[src/rtl/multicycle_controller.sv]
// Five-state multicycle instruction controller (FETCH/DECODE/EXEC/MEM/WB) with MEM timeout.
// Optional retirement counter output retired_cnt enabled by macro MULTICYCLE_CTRL_PERF_EN.
module multicycle_controller #(
  parameter int OPCODE_W    = 6,
  parameter int ALU_CTRL_W  = 4,
  parameter int MEM_TIMEOUT = 15
) (
  input  logic                  clk,
  input  logic                  rst_n,
  // Fetch handshake: an instruction transfers on a clk edge where instr_valid && instr_ready.
  // instr_ready is high only in FETCH and does not depend on instr_valid.
  input  logic                  instr_valid,
  output logic                  instr_ready,
  input  logic [OPCODE_W-1:0]   opcode,
  input  logic                  mem_ready,
  output logic                  Reg_Dst,
  output logic                  Alu_Src,
  output logic                  Mem_To_Reg,
  output logic                  Shamt_Sel,
  output logic [ALU_CTRL_W-1:0] Alu_Control,
  output logic                  Mem_Read,
  output logic                  Mem_Write,
  output logic                  Reg_Write,
  output logic                  busy,
  output logic                  illegal_op,
  output logic                  mem_abort
`ifdef MULTICYCLE_CTRL_PERF_EN
  ,
  output logic [31:0]           retired_cnt
`endif
);

  typedef enum logic [2:0] {
    S_FETCH  = 3'd0,
    S_DECODE = 3'd1,
    S_EXEC   = 3'd2,
    S_MEM    = 3'd3,
    S_WB     = 3'd4
  } state_t;

  localparam int CNT_W = (MEM_TIMEOUT < 2) ? 1 : $clog2(MEM_TIMEOUT + 1);
  localparam logic [CNT_W-1:0] CNT_LAST = CNT_W'(MEM_TIMEOUT - 1);

  localparam logic [OPCODE_W-1:0] OP_ADD  = OPCODE_W'(6'h01);
  localparam logic [OPCODE_W-1:0] OP_SUB  = OPCODE_W'(6'h02);
  localparam logic [OPCODE_W-1:0] OP_INC  = OPCODE_W'(6'h03);
  localparam logic [OPCODE_W-1:0] OP_DEC  = OPCODE_W'(6'h04);
  localparam logic [OPCODE_W-1:0] OP_AND  = OPCODE_W'(6'h05);
  localparam logic [OPCODE_W-1:0] OP_OR   = OPCODE_W'(6'h06);
  localparam logic [OPCODE_W-1:0] OP_XOR  = OPCODE_W'(6'h07);
  localparam logic [OPCODE_W-1:0] OP_NOT  = OPCODE_W'(6'h08);
  localparam logic [OPCODE_W-1:0] OP_SLL  = OPCODE_W'(6'h09);
  localparam logic [OPCODE_W-1:0] OP_SRL  = OPCODE_W'(6'h0A);
  localparam logic [OPCODE_W-1:0] OP_ADDI = OPCODE_W'(6'h0B);
  localparam logic [OPCODE_W-1:0] OP_SUBI = OPCODE_W'(6'h0C);
  localparam logic [OPCODE_W-1:0] OP_LW   = OPCODE_W'(6'h22);
  localparam logic [OPCODE_W-1:0] OP_SW   = OPCODE_W'(6'h24);

  state_t                state_q, state_d;
  logic [OPCODE_W-1:0]   opcode_q, opcode_d;
  logic [CNT_W-1:0]      wait_cnt_q, wait_cnt_d;
  logic                  mem_abort_q, mem_abort_d;

  logic                  dec_legal, dec_alu_op, dec_src, dec_shamt, dec_lw, dec_sw;
  logic [ALU_CTRL_W-1:0] dec_alu;
  logic                  sel_active;

  // Decode of the latched opcode; stays stable for the whole instruction.
  always_comb begin
    dec_legal  = 1'b1;
    dec_alu_op = 1'b1;
    dec_src    = 1'b0;
    dec_shamt  = 1'b0;
    dec_lw     = 1'b0;
    dec_sw     = 1'b0;
    dec_alu    = '0;
    case (opcode_q)
      OP_ADD:  dec_alu = ALU_CTRL_W'(4'd5);
      OP_ADDI: begin dec_alu = ALU_CTRL_W'(4'd5); dec_src = 1'b1; end
      OP_SUB:  dec_alu = ALU_CTRL_W'(4'd6);
      OP_SUBI: begin dec_alu = ALU_CTRL_W'(4'd6); dec_src = 1'b1; end
      OP_INC:  dec_alu = ALU_CTRL_W'(4'd7);
      OP_DEC:  dec_alu = ALU_CTRL_W'(4'd4);
      OP_AND:  dec_alu = ALU_CTRL_W'(4'd1);
      OP_OR:   dec_alu = ALU_CTRL_W'(4'd3);
      OP_XOR:  dec_alu = ALU_CTRL_W'(4'd2);
      OP_NOT:  dec_alu = ALU_CTRL_W'(4'd0);
      OP_SLL:  begin dec_alu = ALU_CTRL_W'(4'd9);  dec_shamt = 1'b1; end
      OP_SRL:  begin dec_alu = ALU_CTRL_W'(4'd10); dec_shamt = 1'b1; end
      OP_LW: begin
        dec_alu = ALU_CTRL_W'(4'd5); dec_src = 1'b1; dec_alu_op = 1'b0; dec_lw = 1'b1;
      end
      OP_SW: begin
        dec_alu = ALU_CTRL_W'(4'd5); dec_src = 1'b1; dec_alu_op = 1'b0; dec_sw = 1'b1;
      end
      default: begin
        dec_legal  = 1'b0;
        dec_alu_op = 1'b0;
      end
    endcase
  end

  // Selects are zero in FETCH and for an undefined opcode.
  assign sel_active  = (state_q != S_FETCH) && dec_legal;
  assign Reg_Dst     = sel_active & dec_alu_op;
  assign Mem_To_Reg  = sel_active & dec_alu_op;
  assign Alu_Src     = sel_active & dec_src;
  assign Shamt_Sel   = sel_active & dec_shamt;
  assign Alu_Control = sel_active ? dec_alu : '0;
  assign busy        = (state_q != S_FETCH);
  assign mem_abort   = mem_abort_q;

  always_comb begin
    state_d     = state_q;
    opcode_d    = opcode_q;
    wait_cnt_d  = wait_cnt_q;
    mem_abort_d = 1'b0;
    instr_ready = 1'b0;
    Mem_Read    = 1'b0;
    Mem_Write   = 1'b0;
    Reg_Write   = 1'b0;
    illegal_op  = 1'b0;
    case (state_q)
      S_FETCH: begin
        instr_ready = 1'b1;
        wait_cnt_d  = '0;
        if (instr_valid) begin
          opcode_d = opcode;
          state_d  = S_DECODE;
        end
      end
      S_DECODE: begin
        if (dec_legal) begin
          state_d = S_EXEC;
        end else begin
          illegal_op = 1'b1;
          state_d    = S_FETCH;
        end
      end
      S_EXEC: state_d = (dec_lw || dec_sw) ? S_MEM : S_WB;
      S_MEM: begin
        Mem_Read  = dec_lw;
        Mem_Write = dec_sw;
        // A mem_ready in the last counted cycle completes rather than aborts.
        if (mem_ready) begin
          wait_cnt_d = '0;
          state_d    = dec_lw ? S_WB : S_FETCH;
        end else if (wait_cnt_q == CNT_LAST) begin
          wait_cnt_d  = '0;
          mem_abort_d = 1'b1;
          state_d     = S_FETCH;
        end else begin
          wait_cnt_d = wait_cnt_q + CNT_W'(1);
        end
      end
      S_WB: begin
        Reg_Write = 1'b1;
        state_d   = S_FETCH;
      end
      default: state_d = S_FETCH;
    endcase
  end

  always_ff @(posedge clk) begin
    if (!rst_n) begin
      state_q     <= S_FETCH;
      opcode_q    <= '0;
      wait_cnt_q  <= '0;
      mem_abort_q <= 1'b0;
    end else begin
      state_q     <= state_d;
      opcode_q    <= opcode_d;
      wait_cnt_q  <= wait_cnt_d;
      mem_abort_q <= mem_abort_d;
    end
  end

`ifdef MULTICYCLE_CTRL_PERF_EN
  logic [31:0] retired_cnt_q;
  logic        retire;

  // An instruction retires when WB ends or when a store completes in MEM.
  assign retire      = (state_q == S_WB) || ((state_q == S_MEM) && dec_sw && mem_ready);
  assign retired_cnt = retired_cnt_q;

  always_ff @(posedge clk) begin
    if (!rst_n) begin
      retired_cnt_q <= '0;
    end else if (retire) begin
      retired_cnt_q <= retired_cnt_q + 32'd1;
    end
  end
`endif

endmodule
[config.mk]
export PLATFORM = sky130hd
export DESIGN_NAME = multicycle_controller
export DESIGN_NICKNAME = d
export VERILOG_FILES = /design/src/rtl/multicycle_controller.sv
export SDC_FILE = /design/constraint.sdc
export NUM_CORES = 1
export LEC_CHECK = 0
export ABC_CLOCK_PERIOD_IN_PS = 1800
export BUFFER_PORTS_ARGS = -buffer_cell sky130_fd_sc_hd__buf_4
export CORE_MARGIN = 5
export CORE_UTILIZATION = 36
export CTS_CLUSTER_SIZE = 12
export DETAILED_ROUTE_END_ITERATION = 6
export PLACE_DENSITY = 0.63
export SYNTH_ARGS = -nofsm -noshare
export SYNTH_HDL_FRONTEND = slang
export SYNTH_SLANG_ARGS = --single-unit
[constraint.sdc]
create_clock -name clk -period 1.8 [get_ports clk]
set_input_delay 0.09 -clock clk [delete_from_list [all_inputs] [get_ports clk]]
set_output_delay 0.09 -clock clk [all_outputs]
set_load 0.05 [all_outputs]
==> impl_metrics.ini, run 1 <==
[status]
status = complete, but fails checks
violations = setup timing

[synthesis]
ys_types = 37
netlist_instances = 120
synth_edf_count = 0
synth_top_area_frac = 0.2940
synthArstFlopShare = 0
post_synth_instance_area_um2 = 953.4
yosysSeqAreaShare = 0.2940
yosys_warnings = 0
syn_avg_cell_area_um2 = 7.945
synthTopCellsByArea = dfxtp_1 29%, a21oi_1 5.2%, nor2_1 4.7%
yosysMostFrequentCell = dfxtp_1
synth_top_area_cell = dfxtp_1
synth_commonest_cells = 14 x dfxtp_1, 12 x nor2_1, 10 x a21oi_1
synth_fp_nets = 132
synthFlopType = dfxtp_1
ys_seq_elements = 14

[power_and_ir_drop]
p_total_uw = 941.8
peakVddDrop_mv = 0.4805
power_density_mw_per_mm2 = 698.2
leakagePower_nw = 0.5586

[sta]
fmax_mhz = 531.8
finalWorstSetupSlack_ns = -0.08027
period_share = 1.045
finalClockSkew_ns = 0.0009209
setup_violations = 9
rsz0062_at_grt = true
hold-worst-slack_ns = 0.04059
tns_ns = -0.4885
finalHoldViolCount = 0
slew_violations = 0
fin_crit_ns = 1.880
worst_slew_pin_slew_ns = 0.3001
maxSlewHeadroom = 0.7978

[route]
drt-wirelength-per-cell_um = 13.76
viasPerCell = 5.422
via_count = 976
dr.pass1.iters = 4
drc = 0
ant_nets = 0
wl_mm = 2.476
drt-initial-drc-count = 26

[clocking]
clk_pin_slew_ns = 0.08
cts-root-buf = clkbuf_4
hold_buffers = 0
clk_latency_ns = 0.27
cts-htree-levels = 1
numCtsBuffers = 3
cts_sinks = 14
cts.path.max_buffers = 2
cts_tree = built

[critical_path]
worstSetupStartpointType = flop
cp.required_ns = 1.71
arrival_ns = 1.79
path_max_fanout = 6
cp-end-kind = primary output
critical_path_class = flop to primary output

[die]
die_area_mm2 = 0.003777
rows = 18
die_h_um = 61.46
core-area_mm2 = 0.002500
die_w_um = 61.46
io_pins = 25
start_util = 0.3814

[layout]
drive_above_1_share = 0.4067
stdcell_area_mm2 = 0.001349
final_util = 0.5395
diodes = 0
nets = 163
stdcell_count = 180
syn2layout_area_growth_pct = 41.47

[grt]
grt_overflow_total = 0
grt_pass1_wl_mm = 4.022
grt_max_degree = 11
grt_pass1_vias = 893
antenna_found_initial = 0
grt_usage = 0.1403

[placed_design]
placed_area_mm2 = 0.001211
dp_hpwl_mm = 1.897
gp_congestion = 0.8185
dp_cells = 174
port_buffers = 24
pre_cts_slack_ns = 0.01950

[worst_hold_path]
hold_class = input port to flop

[flow_run]
cap_violations = 0
-- area by class of cell --
cell class | instances | area [um2]
Clock buffer | 4 | 36.28
Sequential cell | 14 | 291.5
Inverter | 8 | 30.03
Fill cell | 237 | 1151
Tap cell | 30 | 37.54
Multi-Input combinational cell | 89 | 648.1
Timing Repair Buffer | 35 | 305.3
-- flip-flops by register name, summed over array words and instances (netlist names) --
register and count:
wait_cnt_q 4, opcode_q 6, mem_abort 1, state_q 3
-- critical path: stages (launching register included) --
cell and delay [ns]:
dfxtp_4 0.37, or4_1 0.55, o2111ai_2 0.11, buf_4 0.15, and3b_2 0.19, buf_8 0.14
-- final timing paths --
kind	from	endpoint	slack (ns)	cells past startpoint
worst min register to register	wait_cnt_q[2]	wait_cnt_q[2]	0.49	2
worst max-delay path	opcode_q[3]	illegal_op	-0.08	5
worst min-delay path	opcode[0]	opcode_q[0]	0.04	3
worst max register to register	opcode_q[3]	state_q[1]	0.21	6
-- cell families after synthesis --
family          synth area share
fa+ha+maj                0.02624
compound gates            0.2297
mux                      0.04200
simple gates              0.2835
buf+inv                  0.09710
xor+xnor                 0.02756
flops                     0.2940
-- per-layer routing --
| metal | track usage | part of all wire |
|---|---|---|
| met1 | 0.1765 | 0.43 |
| met5 | 0 | 0 |
| met4 | 0.05455 | 0.013 |
| met3 | 0.02516 | 0.055 |
| met2 | 0.2372 | 0.50 |
-- power breakdown --
part	switching, mW	total (mW)	leakage [nW]	internal (mW)
clock network	0.0973	0.220	0.0210	0.123
logic	0.210	0.366	0.421	0.156
registers	0.0283	0.355	0.117	0.327
-- cell usage in the layout (no fill, tap or decap), types with 2 or more instances in the layout --
| cell type | synthesis | layout |
|---|---|---|
| buf_4 | 2 | 25 |
| nor3_4 | 0 | 2 |
| nor3b_1 | 3 | 2 |
| nand2_1 | 6 | 6 |
| nor2_1 | 12 | 10 |
| nand2b_1 | 2 | 2 |
| and3b_2 | 2 | 2 |
| xnor2_1 | 2 | 2 |
| inv_1 | 7 | 7 |
| o21ai_0 | 5 | 5 |
| a21oi_1 | 10 | 7 |
| dfxtp_4 | 0 | 2 |
| nand3_1 | 6 | 6 |
| o31a_1 | 2 | 2 |
| nor3_1 | 5 | 2 |
| nor2b_1 | 4 | 3 |
| o2bb2ai_1 | 2 | 2 |
| dfxtp_2 | 0 | 3 |
| clkbuf_4 | 0 | 3 |
| nor3_2 | 2 | 3 |
| ha_1 | 2 | 2 |
| mux2i_1 | 4 | 4 |
| buf_6 | 2 | 8 |
| dfxtp_1 | 14 | 9 |
| a21oi_2 | 0 | 3 |
| and2_1 | 2 | 2 |
| o21a_1 | 3 | 3 |
| o211ai_1 | 3 | 3 |
-- what timing repair did --
item,4_1_cts,5_1_grt
setup buffers,0,2
resized for setup,16,8
endpoints found under the setup margin,10,9
pin swaps,2,3
Power figures use the tool's default switching activity.
==> run 2, diff against run 1 <==
ABC_CLOCK_PERIOD_IN_PS = 1900   (was 1800)
clock period = 1.9 ns   (was 1.8 ns; I/O delays follow)
==> impl_metrics.ini, run 2 (synthesis gave the netlist of run 1 again) <==
[placed_design]
gp_congestion = 0.8341
dp_hpwl_mm = 1.839
dp_cells = 174
port_buffers = 24
pre_cts_slack_ns = 0.1399

[die]
die_w_um = 61.46
die_area_mm2 = 0.003777
rows = 18
io_pins = 25
die_h_um = 61.46
core-area_mm2 = 0.002500
start_util = 0.3814

[critical_path]
critPathSlowestCell = or3_4
cp-end-kind = primary output
rr_worst_depth = 6
cp-startpoint = opcode_q[3]
worstReg2RegEnd = state_q[1]
crit_chain = o211ai_2 -> o2111ai_1 -> or3_4 -> nor3_2 -> buf_6
path_max_fanout = 7
timing.rr.start = opcode_q[0]
critical_path_class = flop to primary output
regToRegSetupSlack_ns = 0.37
arrival_ns = 1.77
slowest_delay_ns = 0.42
cp.required_ns = 1.80
worstSetupStartpointType = flop

[clocking]
cts-root-buf = clkbuf_4
cts_sinks = 14
clk_pin_slew_ns = 0.08
cts.path.max_buffers = 2
clk_latency_ns = 0.29
cts-htree-levels = 1
cts_tree = built
hold_buffers = 0
numCtsBuffers = 3

[route]
via_count = 938
drt-initial-drc-count = 22
wl_mm = 2.329
dr.pass1.iters = 4
ant_nets = 0
drc = 0
drt-wirelength-per-cell_um = 13.01
viasPerCell = 5.240

[power_and_ir_drop]
power_density_mw_per_mm2 = 677.5
peakVddDrop_mv = 0.3757
p_total_uw = 877.3
leakagePower_nw = 0.5294

[grt]
antenna_found_initial = 0
grt_overflow_total = 0
grt_pass1_vias = 826
grt_max_degree = 11
grt_pass1_wl_mm = 3.726
use_met3 = 0.02935
grt.busiest_layer = met2
grt_usage = 0.1345
use_met1 = 0.1610
met2_usage = 0.2236

[layout]
largest_reg_flops = 6
stdcell_count = 179
fill_cells = 247
nets = 162
regMostFlops = opcode_q
reg_top3 = opcode_q (6), wait_cnt_q (4), state_q (3)
drive_above_1_share = 0.3758
final_cell_mix = 29 x buf_4, 11 x dfxtp_1, 10 x nor2_1, 9 x a21oi_1, 7 x inv_1
final_util = 0.5180
syn2layout_area_growth_pct = 35.83
final_common_cell = buf_4
diodes = 0

[sta]
slew_violations = 0
finalClockSkew_ns = 0.002119
worst_slew_pin_slew_ns = 0.2956
fmax_mhz = 535.8
setup_violations = 0
maxSlewHeadroom = 0.8026
fin_crit_ns = 1.866
finalWorstSetupSlack_ns = 0.03369
rsz0062_at_grt = true
period_share = 0.9823
finalHoldViolCount = 0

[status]
status = complete, no violations

[worst_hold_path]
hp-start = opcode[3]
min_path_cells = 3
hold_end = opcode_q[3]
hold_class = input port to flop

[flow_run]
cap_violations = 0
-- run 2: changes by cell type in the layout (fill, tap and decap cells not counted), sizes merged --
cell          delta
dlymetal6s2s     -1
-- run 2: metal layers --
layer / vias to the layer above / wire length (um)
met1: 429 / 1067
met4: 0 / 46
met2: 17 / 1120
met3: 5 / 95
met5: - / 0
li1: 487 / -
-- run 2: final cells by class --
class	instances	area [um2]	share of cell area
multi-input cells	89	628.1	0.4850
flip-flops and latches	14	289.0	0.2232
repair buffers	34	274.0	0.2116
well taps	30	37.54	0.02899
clock buffers	4	36.28	0.02802
inverters	8	30.03	0.02319
-- run 2: through the flow --
stage | hold WS [ns] | setup TNS, ns | instance area, um2
finish | 0.03360 | 0 | 1295
floorplan | 0.2125 | -0.2165 | 988.4
global placement | 0.3242 | 0 | 1211
detailed placement | 0.3334 | 0 | 1211
global route | 0.01893 | -0.2419 | 1295
CTS | 0.03354 | 0 | 1264
-- run 2: how the worst max path moves through the flow --
stage / endpoint / slack [ns] / cells past startpoint
6_report: Alu_Src / 0.03 / 5
3_3_place_gp: Alu_Src / 0.19 / 5
4_1_cts: Alu_Src / 0.02 / 5
2_1_floorplan: Alu_Control[1] / -0.05 / 6
3_5_place_dp: Alu_Src / 0.14 / 5
5_1_grt: Alu_Src / -0.08 / 5
-- run 2: worst max-delay path, delay by kind of cell (launching register included) --
family / cells / cell delay (ns)
AOI/OAI and AO/OA: 2 / 0.30
buffers and inverters: 1 / 0.18
DFF: 1 / 0.38
and+or+nand+nor: 2 / 0.62
-- run 2: timing repair --
action,4_1_cts,5_1_grt
setup endpoints to repair,8,7
resized for setup,6,7
setup buffers,0,1
-- run 2: power breakdown --
| part | switching [mW] | total, mW | internal, mW | leakage (nW) |
|---|---|---|---|---|
| logic | 0.189 | 0.325 | 0.136 | 0.393 |
| registers | 0.0253 | 0.334 | 0.309 | 0.116 |
| clock network | 0.101 | 0.217 | 0.117 | 0.0210 |
| total | 0.315 | 0.877 | 0.562 | 0.529 |
